### src/rtl/alu_iter_unit.sv
// -----------------------------------------------------------------------------
// alu_iter_unit
//   Handshaked ALU for the multicycle datapath. Add/sub/logic ops complete in
//   one cycle. Shifts either iterate SHIFT_STEP bits per cycle (default build)
//   or complete in one cycle through a barrel shifter when ALU_BARREL_SHIFT_EN
//   is defined. The control FSM stalls on busy/out_valid instead of assuming a
//   fixed latency.
//
//   Build option: `define ALU_BARREL_SHIFT_EN -> single-cycle barrel shifts,
//   SHIFT state never entered, SHIFT_STEP has no effect.
//
// Ports
//   clk, rst_n          clock (rising edge), async active-low reset
//   flush               synchronous abort of the operation in flight
//   in_valid/in_ready   request handshake; in_ready high only in IDLE
//   op, a, b            opcode and operands (shifts use b[SHAMT_W-1:0])
//   out_valid/out_ready result handshake
//   result, flags       registered result and {zero,negative,carry,overflow}
//   busy                high while in SHIFT or DONE
// -----------------------------------------------------------------------------
package defs_pkg;
   typedef enum logic [2:0] {
      ALU_ADD = 3'd0,
      ALU_SUB = 3'd1,
      ALU_AND = 3'd2,
      ALU_OR  = 3'd3,
      ALU_XOR = 3'd4,
      ALU_SLL = 3'd5,
      ALU_SRL = 3'd6,
      ALU_SRA = 3'd7
   } alu_opcode_t;

   typedef struct packed {
      logic zero;
      logic negative;
      logic carry;
      logic overflow;
   } alu_flags_t;
endpackage

module alu_iter_unit
   import defs_pkg::*;
#(
   parameter int WIDTH      = 16,
   parameter int SHIFT_STEP = 1
) (
   input  logic              clk,
   input  logic              rst_n,
   input  logic              flush,
   input  logic              in_valid,
   output logic              in_ready,
   input  alu_opcode_t       op,
   input  logic [WIDTH-1:0]  a,
   input  logic [WIDTH-1:0]  b,
   output logic              out_valid,
   input  logic              out_ready,
   output logic [WIDTH-1:0]  result,
   output alu_flags_t        flags,
   output logic              busy
);

   localparam int SHAMT_W = $clog2(WIDTH);

   typedef enum logic [1:0] {S_IDLE, S_SHIFT, S_DONE} state_t;

   state_t             state_q, state_d;
   logic [WIDTH-1:0]   result_q, result_d;
   alu_flags_t         flags_q, flags_d;

   logic [SHAMT_W-1:0] shamt_in;
   logic [WIDTH:0]     sum, diff;
   logic               add_ovf, sub_ovf;

   // Returns {last bit shifted out, shifted value}. With n==0 the carry is 0.
   // The extra guard bit catches the final bit to leave the word.
   function automatic logic [WIDTH:0] shift_by(input alu_opcode_t sop,
                                                input logic [WIDTH-1:0] v,
                                                input logic [SHAMT_W-1:0] n);
      logic [WIDTH:0] t;
      case (sop)
         ALU_SLL: begin
            t = {1'b0, v} << n;
            shift_by = t;
         end
         ALU_SRL: begin
            t = {v, 1'b0} >> n;
            shift_by = {t[0], t[WIDTH:1]};
         end
         default: begin
            t = $signed({v, 1'b0}) >>> n;
            shift_by = {t[0], t[WIDTH:1]};
         end
      endcase
   endfunction

   function automatic alu_flags_t mk_flags(input logic [WIDTH-1:0] r,
                                           input logic c, input logic v);
      alu_flags_t f;
      f.zero     = (r == '0);
      f.negative = r[WIDTH-1];
      f.carry    = c;
      f.overflow = v;
      return f;
   endfunction

   assign shamt_in = b[SHAMT_W-1:0];
   assign sum      = {1'b0, a} + {1'b0, b};
   assign diff     = {1'b0, a} - {1'b0, b};
   assign add_ovf  = (a[WIDTH-1] == b[WIDTH-1]) && (sum[WIDTH-1]  != a[WIDTH-1]);
   assign sub_ovf  = (a[WIDTH-1] != b[WIDTH-1]) && (diff[WIDTH-1] != a[WIDTH-1]);

`ifdef ALU_BARREL_SHIFT_EN
   logic [WIDTH:0] barrel;
   assign barrel = shift_by(op, a, shamt_in);
`else
   localparam logic [SHAMT_W-1:0] STEP = SHAMT_W'(SHIFT_STEP);

   // Iterative shifter working set: value being shifted, bits still to go,
   // and the latched shift direction.
   logic [WIDTH-1:0]   work_q, work_d;
   logic [SHAMT_W-1:0] rem_q, rem_d;
   alu_opcode_t        sop_q, sop_d;
   logic [SHAMT_W-1:0] step;
   logic [WIDTH:0]     stepped;

   assign step    = (rem_q > STEP) ? STEP : rem_q;
   assign stepped = shift_by(sop_q, work_q, step);
`endif

   always_comb begin
      state_d  = state_q;
      result_d = result_q;
      flags_d  = flags_q;
`ifndef ALU_BARREL_SHIFT_EN
      work_d   = work_q;
      rem_d    = rem_q;
      sop_d    = sop_q;
`endif
      if (flush) begin
         // Abort: result/flags keep their last completed value.
         state_d = S_IDLE;
      end else begin
         case (state_q)
            S_IDLE: begin
               if (in_valid) begin
                  state_d = S_DONE;
                  case (op)
                     ALU_ADD: begin
                        result_d = sum[WIDTH-1:0];
                        flags_d  = mk_flags(sum[WIDTH-1:0], sum[WIDTH], add_ovf);
                     end
                     ALU_SUB: begin
                        // carry means "no borrow": a >= b unsigned
                        result_d = diff[WIDTH-1:0];
                        flags_d  = mk_flags(diff[WIDTH-1:0], ~diff[WIDTH], sub_ovf);
                     end
                     ALU_AND: begin
                        result_d = a & b;
                        flags_d  = mk_flags(a & b, 1'b0, 1'b0);
                     end
                     ALU_OR: begin
                        result_d = a | b;
                        flags_d  = mk_flags(a | b, 1'b0, 1'b0);
                     end
                     ALU_XOR: begin
                        result_d = a ^ b;
                        flags_d  = mk_flags(a ^ b, 1'b0, 1'b0);
                     end
                     default: begin
`ifdef ALU_BARREL_SHIFT_EN
                        result_d = barrel[WIDTH-1:0];
                        flags_d  = mk_flags(barrel[WIDTH-1:0], barrel[WIDTH], 1'b0);
`else
                        if (shamt_in == '0) begin
                           result_d = a;
                           flags_d  = mk_flags(a, 1'b0, 1'b0);
                        end else begin
                           state_d = S_SHIFT;
                           work_d  = a;
                           rem_d   = shamt_in;
                           sop_d   = op;
                        end
`endif
                     end
                  endcase
               end
            end
`ifndef ALU_BARREL_SHIFT_EN
            S_SHIFT: begin
               work_d = stepped[WIDTH-1:0];
               rem_d  = rem_q - step;
               // Final step: its shifted-out bit is the op's carry.
               if (rem_q == step) begin
                  state_d  = S_DONE;
                  result_d = stepped[WIDTH-1:0];
                  flags_d  = mk_flags(stepped[WIDTH-1:0], stepped[WIDTH], 1'b0);
               end
            end
`endif
            S_DONE: begin
               if (out_ready) state_d = S_IDLE;
            end
            default: state_d = S_IDLE;
         endcase
      end
   end

   always_ff @(posedge clk or negedge rst_n) begin
      if (!rst_n) begin
         state_q  <= S_IDLE;
         result_q <= '0;
         flags_q  <= '0;
`ifndef ALU_BARREL_SHIFT_EN
         work_q   <= '0;
         rem_q    <= '0;
         sop_q    <= ALU_ADD;
`endif
      end else begin
         state_q  <= state_d;
         result_q <= result_d;
         flags_q  <= flags_d;
`ifndef ALU_BARREL_SHIFT_EN
         work_q   <= work_d;
         rem_q    <= rem_d;
         sop_q    <= sop_d;
`endif
      end
   end

   assign in_ready  = (state_q == S_IDLE);
   assign out_valid = (state_q == S_DONE);
   assign busy      = (state_q != S_IDLE);
   assign result    = result_q;
   assign flags     = flags_q;

endmodule

### config.mk
export PLATFORM = sky130hd
export DESIGN_NAME = alu_iter_unit
export DESIGN_NICKNAME = d
export VERILOG_FILES = /design/src/rtl/alu_iter_unit.sv
export SDC_FILE = /design/constraint.sdc
export NUM_CORES = 1
export LEC_CHECK = 0
export ABC_AREA = 0
export CAP_MARGIN = 20
export CORE_MARGIN = 2
export CORE_UTILIZATION = 50
export CTS_CLUSTER_SIZE = 40
export DETAILED_ROUTE_END_ITERATION = 8
export DONT_BUFFER_PORTS = 1
export HOLD_SLACK_MARGIN = 0.12
export PLACE_DENSITY = 0.73
export SKIP_CTS_REPAIR_TIMING = 1
export SYNTH_ARGS = -nofsm -noshare
export SYNTH_HDL_FRONTEND = slang
export SYNTH_SLANG_ARGS = --single-unit
### constraint.sdc
create_clock -name clk -period 2.8 [get_ports clk]
set_input_delay 0.14 -clock clk [delete_from_list [all_inputs] [get_ports clk]]
set_output_delay 0.14 -clock clk [all_outputs]
set_load 0.02 [all_outputs]
### Word-level counts from Yosys, hierarchy flattened

Cells that the tools add are included.

* word-level logic and storage cells: 90
* bits in registers: 45
* output and inout port bits: 23
* input bits: 40

* reductions and logical operators: 19
* equality and inequality tests: 21
* shift operators: 3
* $add $sub $neg: 3
* mux-type cells: 27
* bitwise operators: 7
* magnitude comparators: 1

Operators by type and width (number)
* logical NOT 16 bit: 7
* 2-to-1 mux 16 bit: 6
* case mux 16 bit (5 select lines): 1
* case mux 16 bit (2 select lines): 2
* case mux 17 bit (2 select lines): 1
* 2-to-1 mux 4 bit: 7
* case mux 4 bit (5 select lines): 1
* adder 16 x 16 -> 17 bit: 1
* left shift 16 x 4 -> 17 bit: 1
* >> shifter 17 x 4 -> 17 bit: 1
* >>> shifter 17 x 4 -> 17 bit: 1
* subtractor 16 x 16 -> 17 bit: 1
* AND 16 bit: 1
* bitwise OR 16 bit: 1
* case mux 4 bit (2 select lines): 2
* XOR 16 bit: 1
* AND reduction 5 bit: 3
* 2-to-1 mux 2 bit: 6
* equality test 3 bit (second input constant): 3
* != test 2 bit (second input constant): 4
* != test 7 x 1 -> 1 bit (second input constant): 1
* equality test 3 x 2 -> 1 bit (second input constant): 2
* != test 3 bit (second input constant): 2
* case mux 2 bit (3 select lines): 1
* 17 further kinds: 24

### Logic depth before layout (Yosys ltp)

Gate-level depths: netlist of the first run.

* word-level depth: 7
* mapped depth: 11

### Worst setup path before layout of the first run

Ideal clock, no wire load.

* kind: in2reg
* start: in a[0]
* end: reg flags_q, in the netlist flags[3]
* arrival time: 2278 ps
* slack: 419 ps
* required time: 2697 ps
* library setup time: 103 ps
* cell stages on the path: 11
* path through: inv_1 > ha_1 > fa_1 > xor2_1 > a2111oi_0 > o2111ai_1 > nor4_1 > nand4_1 > a2111oi_2 > a31oi_1 > o41ai_2

* longest elaborated chain between the ends: 5
* elaborated cells on any way between the ends: 15

RTL lines
* start: declaration: RTL line 53 `input logic [WIDTH-1:0] a,`
* subtractor 16 x 16 -> 17 bit, or another cell as far along: RTL line 108 `assign diff = {1'b0, a} - {1'b0, b};`
* logical NOT 16 bit or 2-to-1 mux 4 bit (tied branches): RTL line 99, 174
* case mux 4 bit (5 select lines) (*): RTL line 147 `case (op)`
* 2-to-1 mux 4 bit (*): RTL line 145 `if (in_valid) begin`
* case mux 4 bit (2 select lines) (*): RTL line 143 `case (state_q)`
* end signal: assignment: RTL line 221 `flags_q <= flags_d;`
* end: declaration: RTL line 68 `alu_flags_t flags_q, flags_d;`

Every way passes the cells marked *; elsewhere a longest branch is shown, timed or not. The select of a mux whose other input is x is not followed.
A chain may end at the register's enable or synchronous reset.

### Worst setup path after layout of the first run

* start: reg rem_q[2]
* end: reg flags_q, in the netlist flags[3]

* longest elaborated chain between the ends: 7
* elaborated cells on any way between the ends: 12

RTL lines
* start: declaration: RTL line 121 `logic [SHAMT_W-1:0] rem_q, rem_d;`
* start signal: assignment: RTL line 224 `rem_q <= rem_d;`
* greater-than comparator 4 x 1 -> 1 bit: RTL line 126 `assign step = (rem_q > STEP) ? STEP : rem_q;`
* 2-to-1 mux 4 bit: RTL line 126
* >>> shifter 17 x 4 -> 17 bit, or another cell as far along: RTL line 90 `t = $signed({v, 1'b0}) >>> n;`
* case mux 17 bit (2 select lines): RTL line 80 `case (sop)`
* logical NOT 16 bit: RTL line 99 `f.zero = (r == '0);`
* 2-to-1 mux 4 bit: RTL line 193 `if (rem_q == step) begin`
* case mux 4 bit (2 select lines): RTL line 143

Parallel ways exist; a longest one is shown, timed or not. The select of a mux whose other input is x is not followed.

==> results.toml, run 1 <==
[timing]
min_period_ns = 2.626
fin_setup_tns_ns = 0
rsz0062_at_grt = "false"
fmax_mhz = 380.8
finalCritPeriodShare_pct = 93.79
tightest_slew_ns = 0.6365
finalClockSkew_ns = 0.005132
finalMaxSlewViolations = 0
final_hold_viol_count = 0
slew-limit-headroom_pct = 57.44
setup_viol = 0

[cells_and_area]
syn_to_final_growth_pct = 11.04
fin_util_pct = 57.64
seq_area_mm2 = 0.001101
post-route-cell-area_mm2 = 0.006304
multiInputGateArea_mm2 = 0.004170
fillCellCount = 1047
fin_cells = 928
layout_commonest_cell = "a21oi_1"
nets = 880
layout_common_cells = "91 x a21oi_1, 82 x nor2_1, 65 x nand2_1"
drive_gt1_share_pct = 8.249
diodes = 0

[clocking]
cts_made_buffers = 5
clock_latency_ns = 0.30
cts_tree = "yes"
htree_levels = 2
cts_buffer_depth = 2
cts_root_buf = "clkbuf_16"
clkTransAtPathRegs_ns = 0.06
clock-sinks = 44

[worst_setup_path]
cp.required_ns = 3.00
regToRegEndpoint = "flags[3]"
reg2reg_from = "rem_q[2]"
startpoint_type = "register"
rrSetupSlack_ns = 0.17
end_kind = "register"
worstPathMaxFanout = 13
critical_path_class = "reg -> reg"
r2r_cells = 8
arrival_ns = 2.82

[placed_design]
place_area_mm2 = 0.005871
dp_cells = 898
hpwl_mm = 16.26
routabilityCongestion = 0.9924
portBuffers = 0

[status]
status = "complete, no violations"

[logic_synthesis]
synthCells = 778
synth_area_mm2 = 0.005677
ys.warnings.count = 0
synth_nets = 870
ys_ff_latch = 44
synth_seq_area_share_pct = 19.40
synthArstFlopShare_pct = 100.0
syn_avg_cell_area_um2 = 7.297
synth_cell_types = 84
synth_ff_type = "dfrtp_1"
synth_edf_count = 0

[floorplanning]
coreArea_mm2 = 0.01094
ios = 63
start_util_pct = 51.91
std_cell_rows = 38
die_h_um = 110.6
dieArea_mm2 = 0.01222
fp.dieW_um = 110.6

[worst_hold_path]
holdPathStages = 2
hold_start = "a[15]"
min_to = "flags[0]"
hp-class = "in -> reg"

[pwr]
switching_share_pct = 48.74
total_power_mw = 4.539
peakVddDrop_v = 0.0007212
cellPowerDensity_mw_per_mm2 = 720.1
p_int_mw = 2.327
power_leakage_nw = 2.691
seq_power_share_pct = 31.9
p_comb_share_pct = 51.3
power_switching_mw = 2.213
p_clk_share_pct = 16.9

[global_routing]
grt_pass1_vias = 5775
overflow = 0
met1_usage_pct = 48.03
busiest_layer = "met2"
grt_max_degree = 50
grt_first_pass_wirelength_mm = 33.04
track_usage_pct = 33.86
antenna_found_initial = 0
grt_use_met2_pct = 52.47
met3_usage_pct = 6.257

[routing]
post-route-drc-count = 0
drtIter0Drc = 705
vias_per_cell = 6.821
avgRoutedWirePerCell_um = 23.43
drtPass1Iterations = 5
postRouteAntennaNets = 0
routed_wl_mm = 21.74
vias = 6330

[flow_run]
maxCapViolCount = 0
[routing by layer]
metal  share of wire, %  vias up
met5                  0        -
met4                2.8        0
met3                9.3       45
met2                 45      365
met1                 42     3064
li1                   -     2856
[cell usage after synthesis, types with 3 or more instances]
master,instances,area share [%]
inv_2,3,0.20
inv_1,51,3.4
nor4_1,16,1.8
nor3_1,18,1.6
o21bai_1,6,0.79
o21ai_1,14,1.2
or2_1,5,0.55
a21oi_1,91,8.0
a211o_1,5,0.77
xor2_1,3,0.46
ha_1,50,11
o21a_1,6,0.79
o21ai_0,37,3.3
dfrtp_1,44,19
a2111oi_0,3,0.46
a41oi_1,3,0.46
mux2_2,5,0.99
nor2_1,82,5.4
or3_1,8,0.88
a211oi_1,5,0.66
a31oi_1,14,1.5
nand4_1,8,0.88
mux2i_1,8,1.4
or4_1,5,0.66
xnor2_1,19,2.9
and2_1,7,0.77
nand2_1,65,4.3
o2111ai_1,5,0.77
clkbuf_1,30,2.0
o22ai_1,9,0.99
a21o_1,12,1.6
a311oi_1,11,1.7
o211ai_1,17,2.2
buf_1,8,0.53
nand3_1,20,1.8
nor2b_1,12,1.3
buf_2,7,0.62
nand2b_1,8,0.88
[power groups by stage]
stage	clock network, mW	logic (mW)	registers, mW
2_1_floorplan	0	1.71	1.31
3_3_place_gp	0	2.17	1.42
3_5_place_dp	0	2.21	1.43
4_1_cts	0.768	2.23	1.42
5_1_grt	0.801	2.54	1.48
6_report	0.766	2.33	1.45
[per-stage QoR]
| step | hold WS (ns) | worst slack (ns) |
|---|---|---|
| 3_3_place_gp | -0.1545 | 0.1332 |
| 5_1_grt | 0.1229 | 0.04970 |
| 3_5_place_dp | -0.1546 | 0.08823 |
| 2_1_floorplan | -0.1556 | 0.4188 |
| 4_1_cts | -0.4677 | 0.2629 |
| 6_report | 0.08376 | 0.1738 |
[cells by family (layout without fill, tap and decap cells)]
kind of cell	Yosys count	in the layout	synth area share, %
muxes	13	13	2.402
DFF	44	44	19.40
xor gates and xnor gates	23	23	3.681
AOI/OAI and AO/OA	272	272	32.09
adders and majority gates	52	52	11.73
and+or+nand+nor	270	270	23.39
buffers and inverters	104	114	7.317
[worst max path at each step]
stage,startpoint,endpoint,slack [ns],cells after the start
finish,rem_q[2],flags[3],0.17,8
floorplan,a[0],flags[3],0.42,11
CTS,rem_q[2],flags[3],0.26,9
detailed placement,a[0],flags[3],0.09,11
global placement,b[2],result[15],0.13,10
global route,rem_q[2],flags[3],0.05,9
[cell type report]
type	instances	area share, %
clock inverter	2	0.9528
clock buffer	5	1.985
tap	140	2.779
inverter	55	3.275
sequential	44	17.47
multi-input combinational	630	66.16
timing repair buffer	52	7.384
[worst max-delay path, stage by stage (launching register included)]
cell	delay [ns]
dfrtp_1	0.44
or4_1	0.78
nor2_1	0.27
o21bai_1	0.10
a222oi_1	0.35
a41oi_1	0.23
o21ai_0	0.22
a31oi_1	0.07
o41ai_2	0.06
[state kept, by name, indices dropped and copies added (netlist names)]
signal,cells
flags,3
rem_q,4
result,16
sop_q,3
state_q,2
work_q,16
Note: power is estimated with default switching activity, not from simulation.
==> run 2: changes to the inputs <==
--- a/config.mk
+++ b/config.mk
@@ -5,7 +5,7 @@
 export SDC_FILE = /design/constraint.sdc
 export NUM_CORES = 1
 export LEC_CHECK = 0
-export ABC_AREA = 0
+export ABC_AREA = 1
 export CAP_MARGIN = 20
 export CORE_MARGIN = 2
 export CORE_UTILIZATION = 50
==> run 2 against run 1 <==
  * Worst hold slack improved by 0.046 ns
  * Largest cell class unchanged
  * Wire length decreased by 5.1%
  * Via count about the same
  * Synthesized area decreased by 0.40%
  * First-iteration DRC count increased by 12%
  * Setup slack improved by 0.25 ns
==> results.toml, run 2 <==
[status]
status = "complete, no violations"

[logic_synthesis]
synth_top_cells_by_count = "242 x nand2_1, 118 x inv_1, 86 x nor2_1"
ys.warnings.count = 0
yosysMostFrequentCell = "nand2_1"
synth-compound-area-share_pct = 19.76
muxShareOfSynthArea_pct = 0
synth_nets = 993
ys_ff_latch = 44
synthArstFlopShare_pct = 100.0
synthTopCellsByArea = "dfrtp_1 19%, nand2_1 16%, ha_1 11%"
synth_top_area_share_pct = 19.47
synth_cell_types = 56
synthCells = 901
synth_ff_type = "dfrtp_1"
synth_top_family_by_area = "simple AND/OR/NAND/NOR gates"
synth_area_mm2 = 0.005654
synth_edf_count = 0
syn_avg_cell_area_um2 = 6.275
yosys.area_share.simple_pct = 34.74
yosys.area.top_type = "dfrtp_1"
synth-xor-area-share_pct = 1.239
synth_seq_area_share_pct = 19.47
synthAdderAreaFrac_pct = 11.77

[clocking]
cts_made_buffers = 5
clock_latency_ns = 0.29
clock-sinks = 44
cts_tree = "yes"
clkTransAtPathRegs_ns = 0.07
cts_root_buf = "clkbuf_16"
htree_levels = 2
cts_buffer_depth = 2

[floorplanning]
fp.dieW_um = 110.3
coreArea_mm2 = 0.01094
ios = 63
start_util_pct = 51.70
std_cell_rows = 38
die_h_um = 110.3
dieArea_mm2 = 0.01217

[timing]
slew-limit-headroom_pct = 48.24
finalCritPeriodShare_pct = 84.84
final_hold_viol_count = 0
finalClockSkew_ns = 0.005418
rsz0062_at_grt = "false"
finalMaxSlewViolations = 0
fin_setup_tns_ns = 0
min_period_ns = 2.376
setup_viol = 0
tightest_slew_ns = 0.7569
fmax_mhz = 421.0

[cells_and_area]
layout_common_cells = "242 x nand2_1, 118 x inv_1, 86 x nor2_1"
syn_to_final_growth_pct = 5.090
drive_gt1_share_pct = 5.843
layout_commonest_cell = "nand2_1"
post-route-cell-area_mm2 = 0.005942
diodes = 0
nets = 981
fin_util_pct = 54.34

[worst_setup_path]
max_stage_delay_ns = 0.43
cp_slowest_cell = "dfrtp_1"
worstPathMaxFanout = 21
startpoint_type = "register"
end_kind = "register"
critical_path_class = "reg -> reg"
cp.required_ns = 3.01
path_cells = "nor2_1 -> inv_1 -> nor2_1 -> inv_1 -> nand2_1 -> a21oi_2 -> buf_8 -> inv_1 -> nor2_1 -> a22oi_1"
arrival_ns = 2.58

[flow_run]
maxCapViolCount = 0

[placed_design]
routabilityCongestion = 1.065
portBuffers = 0
place_area_mm2 = 0.005640
hpwl_mm = 16.43

[global_routing]
antenna_found_initial = 0
grt_first_pass_wirelength_mm = 30.87
grt_pass1_vias = 5740
overflow = 0
track_usage_pct = 34.10
grt_max_degree = 45

[routing]
post-route-drc-count = 0
postRouteAntennaNets = 0
vias_per_cell = 6.150
drtIter0Drc = 791
vias = 6335
avgRoutedWirePerCell_um = 20.04
drtPass1Iterations = 6
routed_wl_mm = 20.64

[worst_hold_path]
hp-class = "in -> reg"

[pwr]
peakVddDrop_v = 0.0006060
cellPowerDensity_mw_per_mm2 = 718.8
power_leakage_nw = 3.067
==> run 2: cell count changes after synthesis, sizes merged, moves of 13 or more <==
cell    change
nand2     +179
inv        +77
a21oi      -44
nand3      +43
clkbuf     -26
xnor2      -19
o221ai     +14
buf        +13
==> run 2: critical path: cells and delay by family (launching register included) <==
kind,cells,cell delay [ns]
AO/OA/AOI/OAI,2,0.26
buffers and inverters,4,0.87
flip-flops,1,0.43
AND/OR/NAND/NOR,4,0.73
==> run 2: cells by family after synthesis <==
kind of cell / after synthesis
fa+ha+maj: 52
buf+inv: 168
simple gates: 450
flops: 44
xor+xnor: 8
compound gates: 179
==> run 2: worst paths after layout <==
kind                                 start  cells past startpoint          to  slack [ns]
max in group asynchronous            rst_n                      2   result[9]        2.20
min in group asynchronous            rst_n                      2   work_q[6]        0.40
worst max-delay path            state_q[0]                     10  work_q[14]        0.42
worst min register to register    sop_q[2]                      2    sop_q[2]        0.50
worst min-delay path                 a[15]                      5    flags[0]        0.13
worst max register to register  state_q[0]                     10  work_q[14]        0.42
==> run 2: cell type report <==
type	count	area, um^2
well taps	140	175.2
flip-flops and latches	44	1101
clock buffers	6	128.9
inverters	132	498.0
repair buffers	17	177.7
clock inverters	2	35.03
multi-input cells	689	3826
fillers	1147	4994
==> run 2: per-layer routing <==
metal  track usage (%)  share of wire (%)  vias to the layer above
met3             7.113                 11                       69
met4             17.05                5.2                        0
met2             51.97                 43                      404
met1             45.61                 41                     2903
li1                  -                  -                     2959
met5                 0                  0                        -
==> run 2: metrics by stage <==
| step | setup WS [ns] | hold slack [ns] | total power, mW | std cells |
|---|---|---|---|---|
| 3_3_place_gp | 0.1290 | -0.1532 | 3.451 | 1011 |
| 3_5_place_dp | 0.03122 | -0.1538 | 3.467 | 1011 |
| 4_1_cts | 0.01805 | -0.4606 | 4.155 | 1019 |
| 5_1_grt | 0.2246 | 0.1869 | 4.574 | 1030 |
| 6_report | 0.4245 | 0.1297 | 4.271 | 1030 |
| 2_1_floorplan | 0.9256 | -0.1556 | 2.963 | 901 |
==> run 2: where the power goes <==
group | switching, mW | internal [mW] | leakage, nW
Sequential | 0.387 | 0.927 | 0.524
Clock | 0.261 | 0.420 | 0.0808
Combinational | 1.52 | 0.753 | 2.46
Total | 2.17 | 2.10 | 3.07
